--- config.mk ---
export PLATFORM = sky130hd
export DESIGN_NAME = output_stage_sequencer_flat
export DESIGN_NICKNAME = d
export VERILOG_FILES = /design/src/rtl/output_stage_sequencer_pkg.sv /design/src/rtl/output_stage_sequencer_if.sv /design/src/rtl/output_stage_sequencer_requant_sat.sv /design/src/rtl/output_stage_sequencer.sv /design/src/flat_wrapper.sv
export SDC_FILE = /design/constraint.sdc
export NUM_CORES = 1
export LEC_CHECK = 0
export ABC_AREA = 1
export CAP_MARGIN = 20
export CORE_AREA = 4 4 233 235
export CTS_CLUSTER_SIZE = 20
export DETAILED_ROUTE_END_ITERATION = 7
export DIE_AREA = 0 0 237 239
export PLACE_DENSITY = 0.75
export SYNTH_ARGS = -nofsm -noshare
export SYNTH_HDL_FRONTEND = slang
export SYNTH_SLANG_ARGS = --single-unit
--- constraint.sdc ---
create_clock -name clk -period 23.6 [get_ports clk]
set_input_delay 5.9 -clock clk [delete_from_list [all_inputs] [get_ports clk]]
set_output_delay 5.9 -clock clk [all_outputs]
set_load 0.02 [all_outputs]
--- src/rtl/output_stage_sequencer_pkg.sv ---
// Shared types, saturation bounds and the clamp helper for the
// requantization output stage sequencer.
package output_stage_pkg;

    // Sequencer control states.
    typedef enum logic [1:0] {
        IDLE = 2'd0,
        RUN  = 2'd1,
        DONE = 2'd2
    } seq_state_t;

    // Working width for the clamp helper; wide enough for any accumulator
    // width the sequencer is expected to carry.
    localparam int SAT_W = 64;

    // Largest value representable in a signed p-bit word.
    function automatic logic signed [SAT_W-1:0] SAT_MAX(input int p);
        return (64'sd1 <<< (p - 1)) - 64'sd1;
    endfunction

    // Smallest value representable in a signed p-bit word.
    function automatic logic signed [SAT_W-1:0] SAT_MIN(input int p);
        return -(64'sd1 <<< (p - 1));
    endfunction

    // Clamp a sign-extended value into the signed p-bit range. In-range
    // values pass unchanged so the caller's truncation keeps the low bits.
    function automatic logic signed [SAT_W-1:0] sat_to_precision(
        input logic signed [SAT_W-1:0] x,
        input int                      p
    );
        logic signed [SAT_W-1:0] r;
        if (x > SAT_MAX(p)) begin
            r = SAT_MAX(p);
        end else if (x < SAT_MIN(p)) begin
            r = SAT_MIN(p);
        end else begin
            r = x;
        end
        return r;
    endfunction

endpackage

--- src/rtl/output_stage_sequencer_if.sv ---
// Bundles the input vector handshake, bias memory port, output stage
// operand bus and output vector handshake of the sequencer.
interface output_stage_sequencer_if #(
    parameter int NUM_NEURONS    = 10,
    parameter int PRECISION      = 8,
    parameter int BIAS_PRECISION = 32,
    parameter int IDX_W          = (NUM_NEURONS > 1) ? $clog2(NUM_NEURONS) : 1
);
    // input vector handshake
    logic                                  in_valid;
    logic                                  in_ready;
    logic [NUM_NEURONS*BIAS_PRECISION-1:0] in_acc;
    logic [BIAS_PRECISION-1:0]             in_ai;
    // bias memory read port (one cycle latency)
    logic [IDX_W-1:0]                      bias_addr;
    logic [BIAS_PRECISION-1:0]             bias_data;
    // output stage operand bus
    logic                                  os_ce;
    logic [BIAS_PRECISION-1:0]             os_acc;
    logic [BIAS_PRECISION-1:0]             os_ai;
    logic [BIAS_PRECISION-1:0]             os_bias;
    logic [BIAS_PRECISION-1:0]             os_long_out;
    // output vector handshake
    logic                                  out_valid;
    logic                                  out_ready;
    logic [NUM_NEURONS*PRECISION-1:0]      out_data;
    logic                                  busy;

    // The sequencer itself.
    modport master (
        input  in_valid, in_acc, in_ai, bias_data, os_long_out, out_ready,
        output in_ready, bias_addr, os_ce, os_acc, os_ai, os_bias,
               out_valid, out_data, busy
    );

    // Producer, bias memory, output stage and consumer around it.
    modport slave (
        output in_valid, in_acc, in_ai, bias_data, os_long_out, out_ready,
        input  in_ready, bias_addr, os_ce, os_acc, os_ai, os_bias,
               out_valid, out_data, busy
    );

endinterface

--- src/rtl/output_stage_sequencer_requant_sat.sv ---
// Combinational signed clamp of an output stage long result down to the
// layer's output element width.
module requant_sat
    import output_stage_pkg::*;
#(
    parameter int IN_W  = 32,
    parameter int OUT_W = 8
) (
    input  logic [IN_W-1:0]  long_i,
    output logic [OUT_W-1:0] sat_o
);

    logic signed [SAT_W-1:0] ext_s;
    logic signed [SAT_W-1:0] clamp_s;

    // Sign-extend, clamp to the OUT_W signed range, keep the low bits.
    always_comb begin
        ext_s   = SAT_W'(signed'(long_i));
        clamp_s = sat_to_precision(ext_s, OUT_W);
        sat_o   = OUT_W'(clamp_s);
    end

endmodule

--- src/rtl/output_stage_sequencer.sv ---
// Walks one layer vector through the requantization output stage: issue a
// bias read (A), drive the stage operands (B), capture the saturated stage
// result (C), one neuron per cycle, then hold the packed vector until the
// next layer takes it.
module output_stage_sequencer
    import output_stage_pkg::*;
#(
    parameter int NUM_NEURONS    = 10,
    parameter int PRECISION      = 8,
    parameter int BIAS_PRECISION = 32,
    parameter int IDX_W          = (NUM_NEURONS > 1) ? $clog2(NUM_NEURONS) : 1
) (
    input  logic                      clk,
    input  logic                      rst,
    output_stage_sequencer_if.master  bus
);

    localparam logic [IDX_W-1:0] LAST_IDX = IDX_W'(NUM_NEURONS - 1);
    localparam logic [IDX_W-1:0] IDX_ZERO = IDX_W'(0);
    localparam logic [IDX_W-1:0] IDX_ONE  = IDX_W'(1);

    // control state
    seq_state_t                            state_q, state_d;
    logic                                  in_ready_q, in_ready_d;
    logic                                  busy_q, busy_d;
    logic                                  out_valid_q, out_valid_d;

    // latched vector
    logic [NUM_NEURONS*BIAS_PRECISION-1:0] acc_q, acc_d;
    logic [BIAS_PRECISION-1:0]             ai_q, ai_d;

    // pipeline indices and stage valid bits (os_ce_q is the B-stage valid)
    logic [IDX_W-1:0]                      issue_idx_q, issue_idx_d;
    logic [IDX_W-1:0]                      cap_idx_q, cap_idx_d;
    logic                                  a_vld_q, a_vld_d;
    logic                                  os_ce_q, os_ce_d;
    logic                                  c_vld_q, c_vld_d;

    // output stage operands and result buffer
    logic [BIAS_PRECISION-1:0]             os_acc_q, os_acc_d;
    logic [BIAS_PRECISION-1:0]             os_ai_q, os_ai_d;
    logic [NUM_NEURONS*PRECISION-1:0]      out_data_q, out_data_d;

    // strobes
    logic                                  accept_s;
    logic                                  capture_s;
    logic                                  last_cap_s;
    logic [BIAS_PRECISION-1:0]             acc_sel_s;
    logic [PRECISION-1:0]                  sat_s;

    // Stage C clamp of the registered output stage result.
    requant_sat #(
        .IN_W  (BIAS_PRECISION),
        .OUT_W (PRECISION)
    ) u_requant_sat (
        .long_i (bus.os_long_out),
        .sat_o  (sat_s)
    );

    // Next-state logic: accept in IDLE, finish RUN on the last capture,
    // leave DONE only on an output transfer.
    always_comb begin
        state_d    = state_q;
        accept_s   = 1'b0;
        capture_s  = 1'b0;
        last_cap_s = 1'b0;
        case (state_q)
            IDLE: begin
                if (bus.in_valid && in_ready_q) begin
                    accept_s = 1'b1;
                    state_d  = RUN;
                end else begin
                    state_d  = IDLE;
                end
            end
            RUN: begin
                capture_s = c_vld_q;
                if (c_vld_q && (cap_idx_q == LAST_IDX)) begin
                    last_cap_s = 1'b1;
                    state_d    = DONE;
                end else begin
                    state_d    = RUN;
                end
            end
            DONE: begin
                if (out_valid_q && bus.out_ready) begin
                    state_d = IDLE;
                end else begin
                    state_d = DONE;
                end
            end
            default: begin
                state_d = IDLE;
            end
        endcase
    end

    // Handshake flags are registered from the next state so they line up
    // with the state register.
    always_comb begin
        in_ready_d  = (state_d == IDLE);
        busy_d      = (state_d != IDLE);
        out_valid_d = (state_d == DONE);
    end

    // Vector latch and stage A issue index.
    always_comb begin
        acc_d       = acc_q;
        ai_d        = ai_q;
        issue_idx_d = issue_idx_q;
        a_vld_d     = a_vld_q;
        if (accept_s) begin
            acc_d       = bus.in_acc;
            ai_d        = bus.in_ai;
            issue_idx_d = IDX_ZERO;
            a_vld_d     = 1'b1;
        end else if ((state_q == RUN) && a_vld_q) begin
            if (issue_idx_q == LAST_IDX) begin
                a_vld_d = 1'b0;
            end else begin
                issue_idx_d = issue_idx_q + IDX_ONE;
            end
        end else begin
            a_vld_d = a_vld_q;
        end
    end

    // Stage B operands: the accumulator of the neuron issued last cycle;
    // operands hold their previous values while the stage is disabled.
    always_comb begin
        acc_sel_s = acc_q[int'(issue_idx_q)*BIAS_PRECISION +: BIAS_PRECISION];
        os_ce_d   = a_vld_q && (state_q == RUN);
        c_vld_d   = os_ce_q && (state_q == RUN);
        if (os_ce_d) begin
            os_acc_d = acc_sel_s;
            os_ai_d  = ai_q;
        end else begin
            os_acc_d = os_acc_q;
            os_ai_d  = os_ai_q;
        end
    end

    // Stage C capture into the packed output buffer.
    always_comb begin
        out_data_d = out_data_q;
        cap_idx_d  = cap_idx_q;
        if (accept_s) begin
            cap_idx_d = IDX_ZERO;
        end else if (capture_s) begin
            out_data_d[int'(cap_idx_q)*PRECISION +: PRECISION] = sat_s;
            if (last_cap_s) begin
                cap_idx_d = cap_idx_q;
            end else begin
                cap_idx_d = cap_idx_q + IDX_ONE;
            end
        end else begin
            cap_idx_d = cap_idx_q;
        end
    end

    // Control state and handshake flag registers.
    always_ff @(posedge clk or posedge rst) begin
        if (rst) begin
            state_q     <= IDLE;
            in_ready_q  <= 1'b0;
            busy_q      <= 1'b0;
            out_valid_q <= 1'b0;
        end else begin
            state_q     <= state_d;
            in_ready_q  <= in_ready_d;
            busy_q      <= busy_d;
            out_valid_q <= out_valid_d;
        end
    end

    // Datapath registers; a reset discards any partial vector.
    always_ff @(posedge clk or posedge rst) begin
        if (rst) begin
            acc_q       <= '0;
            ai_q        <= '0;
            issue_idx_q <= IDX_ZERO;
            cap_idx_q   <= IDX_ZERO;
            a_vld_q     <= 1'b0;
            os_ce_q     <= 1'b0;
            c_vld_q     <= 1'b0;
            os_acc_q    <= '0;
            os_ai_q     <= '0;
            out_data_q  <= '0;
        end else begin
            acc_q       <= acc_d;
            ai_q        <= ai_d;
            issue_idx_q <= issue_idx_d;
            cap_idx_q   <= cap_idx_d;
            a_vld_q     <= a_vld_d;
            os_ce_q     <= os_ce_d;
            c_vld_q     <= c_vld_d;
            os_acc_q    <= os_acc_d;
            os_ai_q     <= os_ai_d;
            out_data_q  <= out_data_d;
        end
    end

    // The bias address is the stage A index; bias data is forwarded
    // straight through because the memory already registered it.
    assign bus.in_ready  = in_ready_q;
    assign bus.busy      = busy_q;
    assign bus.out_valid = out_valid_q;
    assign bus.out_data  = out_data_q;
    assign bus.bias_addr = issue_idx_q;
    assign bus.os_ce     = os_ce_q;
    assign bus.os_acc    = os_acc_q;
    assign bus.os_ai     = os_ai_q;
    assign bus.os_bias   = bus.bias_data;

endmodule

--- src/flat_wrapper.sv ---
// flat-port wrapper written by rule: the top's interface ports become plain ports
module output_stage_sequencer_flat import output_stage_pkg::*;
#(
    parameter int NUM_NEURONS    = 10,
    parameter int PRECISION      = 8,
    parameter int BIAS_PRECISION = 32,
    parameter int IDX_W          = (NUM_NEURONS > 1) ? $clog2(NUM_NEURONS) : 1
)
  (clk, rst, bus_in_valid, bus_in_acc, bus_in_ai, bus_bias_data, bus_os_long_out, bus_out_ready, bus_in_ready, bus_bias_addr, bus_os_ce, bus_os_acc, bus_os_ai, bus_os_bias, bus_out_valid, bus_out_data, bus_busy);
  output_stage_sequencer_if #(.NUM_NEURONS(NUM_NEURONS), .PRECISION(PRECISION), .BIAS_PRECISION(BIAS_PRECISION), .IDX_W(IDX_W)) bus_i ();
  input  logic clk;
  input  logic rst;
  input wire logic [$bits(bus_i.in_valid)-1:0] bus_in_valid;
  input wire logic [$bits(bus_i.in_acc)-1:0] bus_in_acc;
  input wire logic [$bits(bus_i.in_ai)-1:0] bus_in_ai;
  input wire logic [$bits(bus_i.bias_data)-1:0] bus_bias_data;
  input wire logic [$bits(bus_i.os_long_out)-1:0] bus_os_long_out;
  input wire logic [$bits(bus_i.out_ready)-1:0] bus_out_ready;
  output wire logic [$bits(bus_i.in_ready)-1:0] bus_in_ready;
  output wire logic [$bits(bus_i.bias_addr)-1:0] bus_bias_addr;
  output wire logic [$bits(bus_i.os_ce)-1:0] bus_os_ce;
  output wire logic [$bits(bus_i.os_acc)-1:0] bus_os_acc;
  output wire logic [$bits(bus_i.os_ai)-1:0] bus_os_ai;
  output wire logic [$bits(bus_i.os_bias)-1:0] bus_os_bias;
  output wire logic [$bits(bus_i.out_valid)-1:0] bus_out_valid;
  output wire logic [$bits(bus_i.out_data)-1:0] bus_out_data;
  output wire logic [$bits(bus_i.busy)-1:0] bus_busy;
  assign bus_i.in_valid = bus_in_valid;
  assign bus_i.in_acc = bus_in_acc;
  assign bus_i.in_ai = bus_in_ai;
  assign bus_i.bias_data = bus_bias_data;
  assign bus_i.os_long_out = bus_os_long_out;
  assign bus_i.out_ready = bus_out_ready;
  assign bus_in_ready = bus_i.in_ready;
  assign bus_bias_addr = bus_i.bias_addr;
  assign bus_os_ce = bus_i.os_ce;
  assign bus_os_acc = bus_i.os_acc;
  assign bus_os_ai = bus_i.os_ai;
  assign bus_os_bias = bus_i.os_bias;
  assign bus_out_valid = bus_i.out_valid;
  assign bus_out_data = bus_i.out_data;
  assign bus_busy = bus_i.busy;
  output_stage_sequencer #(.NUM_NEURONS(NUM_NEURONS), .PRECISION(PRECISION), .BIAS_PRECISION(BIAS_PRECISION), .IDX_W(IDX_W)) u_core (.clk(clk), .rst(rst), .bus(bus_i));
endmodule
==> run summary <==
kind of critical path: in -> out
Final HPWL DP: 53500 um
DRC: 0
top cell type by total area after synthesis: dfrtp_1
num rows: 84
Design Power: 4150 uW
min Tclk post-route: 11.80 ns
I/O Pins: 604
sequential cell area fraction in the yosys report: 0.567
CP Data Arrival Time: 5.90 ns
non-filler cells, final: 3842
Lkg Pwr: 0.0141 uW
post-synth top area share: 0.567
pin count of the biggest net entering global routing: 221
number of global-route vias before repair: 20000
CTS Sinks: 512
# port buffers: 539
layout cell share with drive strength beyond 1: 0.0467
Fin Setup TNS: 0 ns
post-cts sizing count: 0
period utilisation layout: 0.500
Max VDD drop: 0.0000900 V
Worst path depth: 0
Metal-1 WL: 30900 um
Min-Delay Path Depth: 2
nets: 3534
post-synthesis async set-or-reset flop share: 1.00
failing checks: max-slew violations
reg2reg path depth: 6
met3 WL: 5720 um
DR vias: 20100
Critical Path Start Type: primary input
Clk pwr share: 0.206
post-CTS setup buffer count: 0
Reg power frac: 0.370
synthesized instance count: 2693
DR pass1 iterations: 6
largest cells by area after synthesis: dfrtp_1 (57%), nand2_1 (19%), o21ai_0 (6.2%)
worst hold path class: reg -> reg
global-route wire length before repair: 116000 um
Synth Area per Inst: 8.39 um^2
top sig layer: met5
synthesized area: 0.0226 mm^2
clock insertion delay at the later pin of the skew report: 0.60 ns
drt total wl: 75700 um
CTS Buf Count: 53
crit-path max FO: 1
final core utilization: 0.572
GP Congestion: 0.876
Comb pwr share: 0.424
Core Area: 0.0522 mm^2
DR vias/cell: 5.24
synth unique cells: 37
Global Route Usage Sum: 0.260
DR iter-0 viols: 1773
status: finished, violations left
Worst Path Required: 17.70 ns
Congestion Overflow GR: 0
wire length per cell: 19.7 um
CTS tree: yes
die span in y: 239 um
clock root buffer: clkbuf_16
Slew HR: -0.0176
Initial Util: 0.433
crit end category: output port
Fin. Hold Viols: 0
PwrDens: 139 mW/mm^2
Final Max Tran Viols: 36
fmax: 84.7 MHz
Layout area overhead: 32.1%
# placed instances: 3740
Slew @ Worst Pin: 1.53 ns
Die ar.: 0.0566 mm^2
yosys warns: 0
Main synth FF type: dfrtp_1
met2 routed WL: 35700 um
Maximum Capacitance Violations: 0
antenna violations before repair: 5
Sw Share: 0.409
H-tree Lvls: 2
Post-Syn Nets: 3119
worst-case clock skew: 0.0110 ns
hold_buf cts: 0
Post-synth EDFFs: 0
unrepaired setup endpoints after global routing: no
switching power: 1700 uW
Die Width: 237 um
Clock transition at path regs: 0.06 ns
Int Power: 2460 uW
number of setup violations in the final report: 0
number of synthesized register bits: 512
final antenna-violating net count: 0
clock tree buffer depth: 3
==> synth_stat cells (3+ instances only) <==
| library cell | count |
|---|---|
| dfrtp_1 | 512 |
| o22ai_1 | 24 |
| nand2_4 | 3 |
| o211ai_1 | 56 |
| o221ai_1 | 8 |
| o21ai_0 | 279 |
| o21ai_1 | 24 |
| buf_4 | 43 |
| clkbuf_1 | 93 |
| o21bai_1 | 5 |
| nor3_2 | 3 |
| o21ai_2 | 4 |
| nor3_1 | 3 |
| nand2_2 | 8 |
| buf_6 | 9 |
| nor2_4 | 3 |
| nand4_1 | 9 |
| inv_1 | 125 |
| a2bb2oi_1 | 32 |
| nand3_1 | 64 |
| inv_2 | 7 |
| buf_2 | 45 |
| nand2_1 | 1140 |
| a21oi_1 | 69 |
| buf_1 | 8 |
| ha_1 | 6 |
| nor2_1 | 97 |
==> placed cells by master, fill, tap and decap left out, types with 9 or more instances in the layout <==
cell / Yosys / final
dfrtp_1: 512 / 509
clkbuf_8: 0 / 14
a21oi_1: 69 / 69
o21ai_1: 24 / 24
nor2_1: 97 / 97
a2bb2oi_1: 32 / 32
nand2_2: 8 / 9
o21ai_0: 279 / 279
nand2_1: 1140 / 1139
nand4_1: 9 / 9
clkbuf_16: 0 / 55
clkbuf_1: 93 / 11
nand3_1: 64 / 64
o211ai_1: 56 / 56
buf_4: 43 / 16
clkdlybuf4s50_1: 0 / 539
o22ai_1: 24 / 24
inv_1: 125 / 123
==> state kept, by name (all words and copies together), names as in the netlist <==
register              flops
u_core.a_vld_q            1
u_core.bus.busy           1
u_core.cap_idx_q          4
u_core.bus.out_valid      1
u_core.acc_q            320
u_core.bus.os_ce          1
u_core.bus.os_acc        32
u_core.c_vld_q            1
u_core.state_q            2
u_core.ai_q              32
u_core.bus.os_ai         32
u_core.bus.in_ready       1
u_core.bus.bias_addr      4
u_core.bus.out_data      80
==> routing by layer <==
layer | vias to the layer above | GRT usage
met5 | - | 0
met4 | 2 | 0.111
met3 | 151 | 0.0528
met2 | 864 | 0.418
met1 | 9697 | 0.347
li1 | 9431 | -
==> metrics by stage <==
step	setup WS [ns]	hold slack, ns	instance area, um^2
2_1_floorplan	3.40	0.442	22600
4_1_cts	11.80	0.472	29800
5_1_grt	11.80	0.490	29800
6_report	11.80	0.467	29900
3_3_place_gp	11.80	0.450	28000
3_5_place_dp	11.80	0.455	28000
==> power by group through the flow <==
stage / clock network, uW / logic, uW / registers (uW)
floorplan: 0 / 958 / 1610
global placement: 0 / 1730 / 1520
detailed placement: 0 / 1770 / 1540
CTS: 870 / 1780 / 1530
global route: 906 / 1950 / 1580
finish: 856 / 1760 / 1540
==> cell type report <==
type | instances | area (um^2)
Antenna cell | 5 | 12.5
Clock buffer | 80 | 1610
Clock inverter | 16 | 174
Fill cell | 4612 | 22400
Inverter | 134 | 518
Multi-Input combinational cell | 1849 | 8270
Sequential cell | 512 | 12800
Tap cell | 688 | 861
Timing Repair Buffer | 558 | 5580
==> cell families after synthesis <==
logic type / after synthesis / synth area share
adders and majority gates: 6 / 0.00332
and+or+nand+nor: 1341 / 0.235
buffers and inverters: 332 / 0.0678
xor gates and xnor gates: 1 / 0.000388
AOI/OAI and AO/OA: 501 / 0.126
DFF: 512 / 0.567
==> final timing paths <==
| check | from | endpoint | slack [ns] |
|---|---|---|---|
| setup / recovery | bus_bias_data[19] | bus_os_bias[19] | 11.80 |
| hold / removal | u_core.ai_q[9] | u_core.bus.os_ai[9] | 0.47 |
| setup reg to reg | u_core.bus.bias_addr[0] | u_core.bus.os_acc[9] | 19.50 |
| hold reg to reg | u_core.ai_q[9] | u_core.bus.os_ai[9] | 0.47 |
| max in group asynchronous | rst | u_core.bus.bias_addr[0] | 15.16 |
| min in group asynchronous | rst | u_core.bus.out_data[44] | 5.85 |
Note: power is estimated with default switching activity, not from simulation.
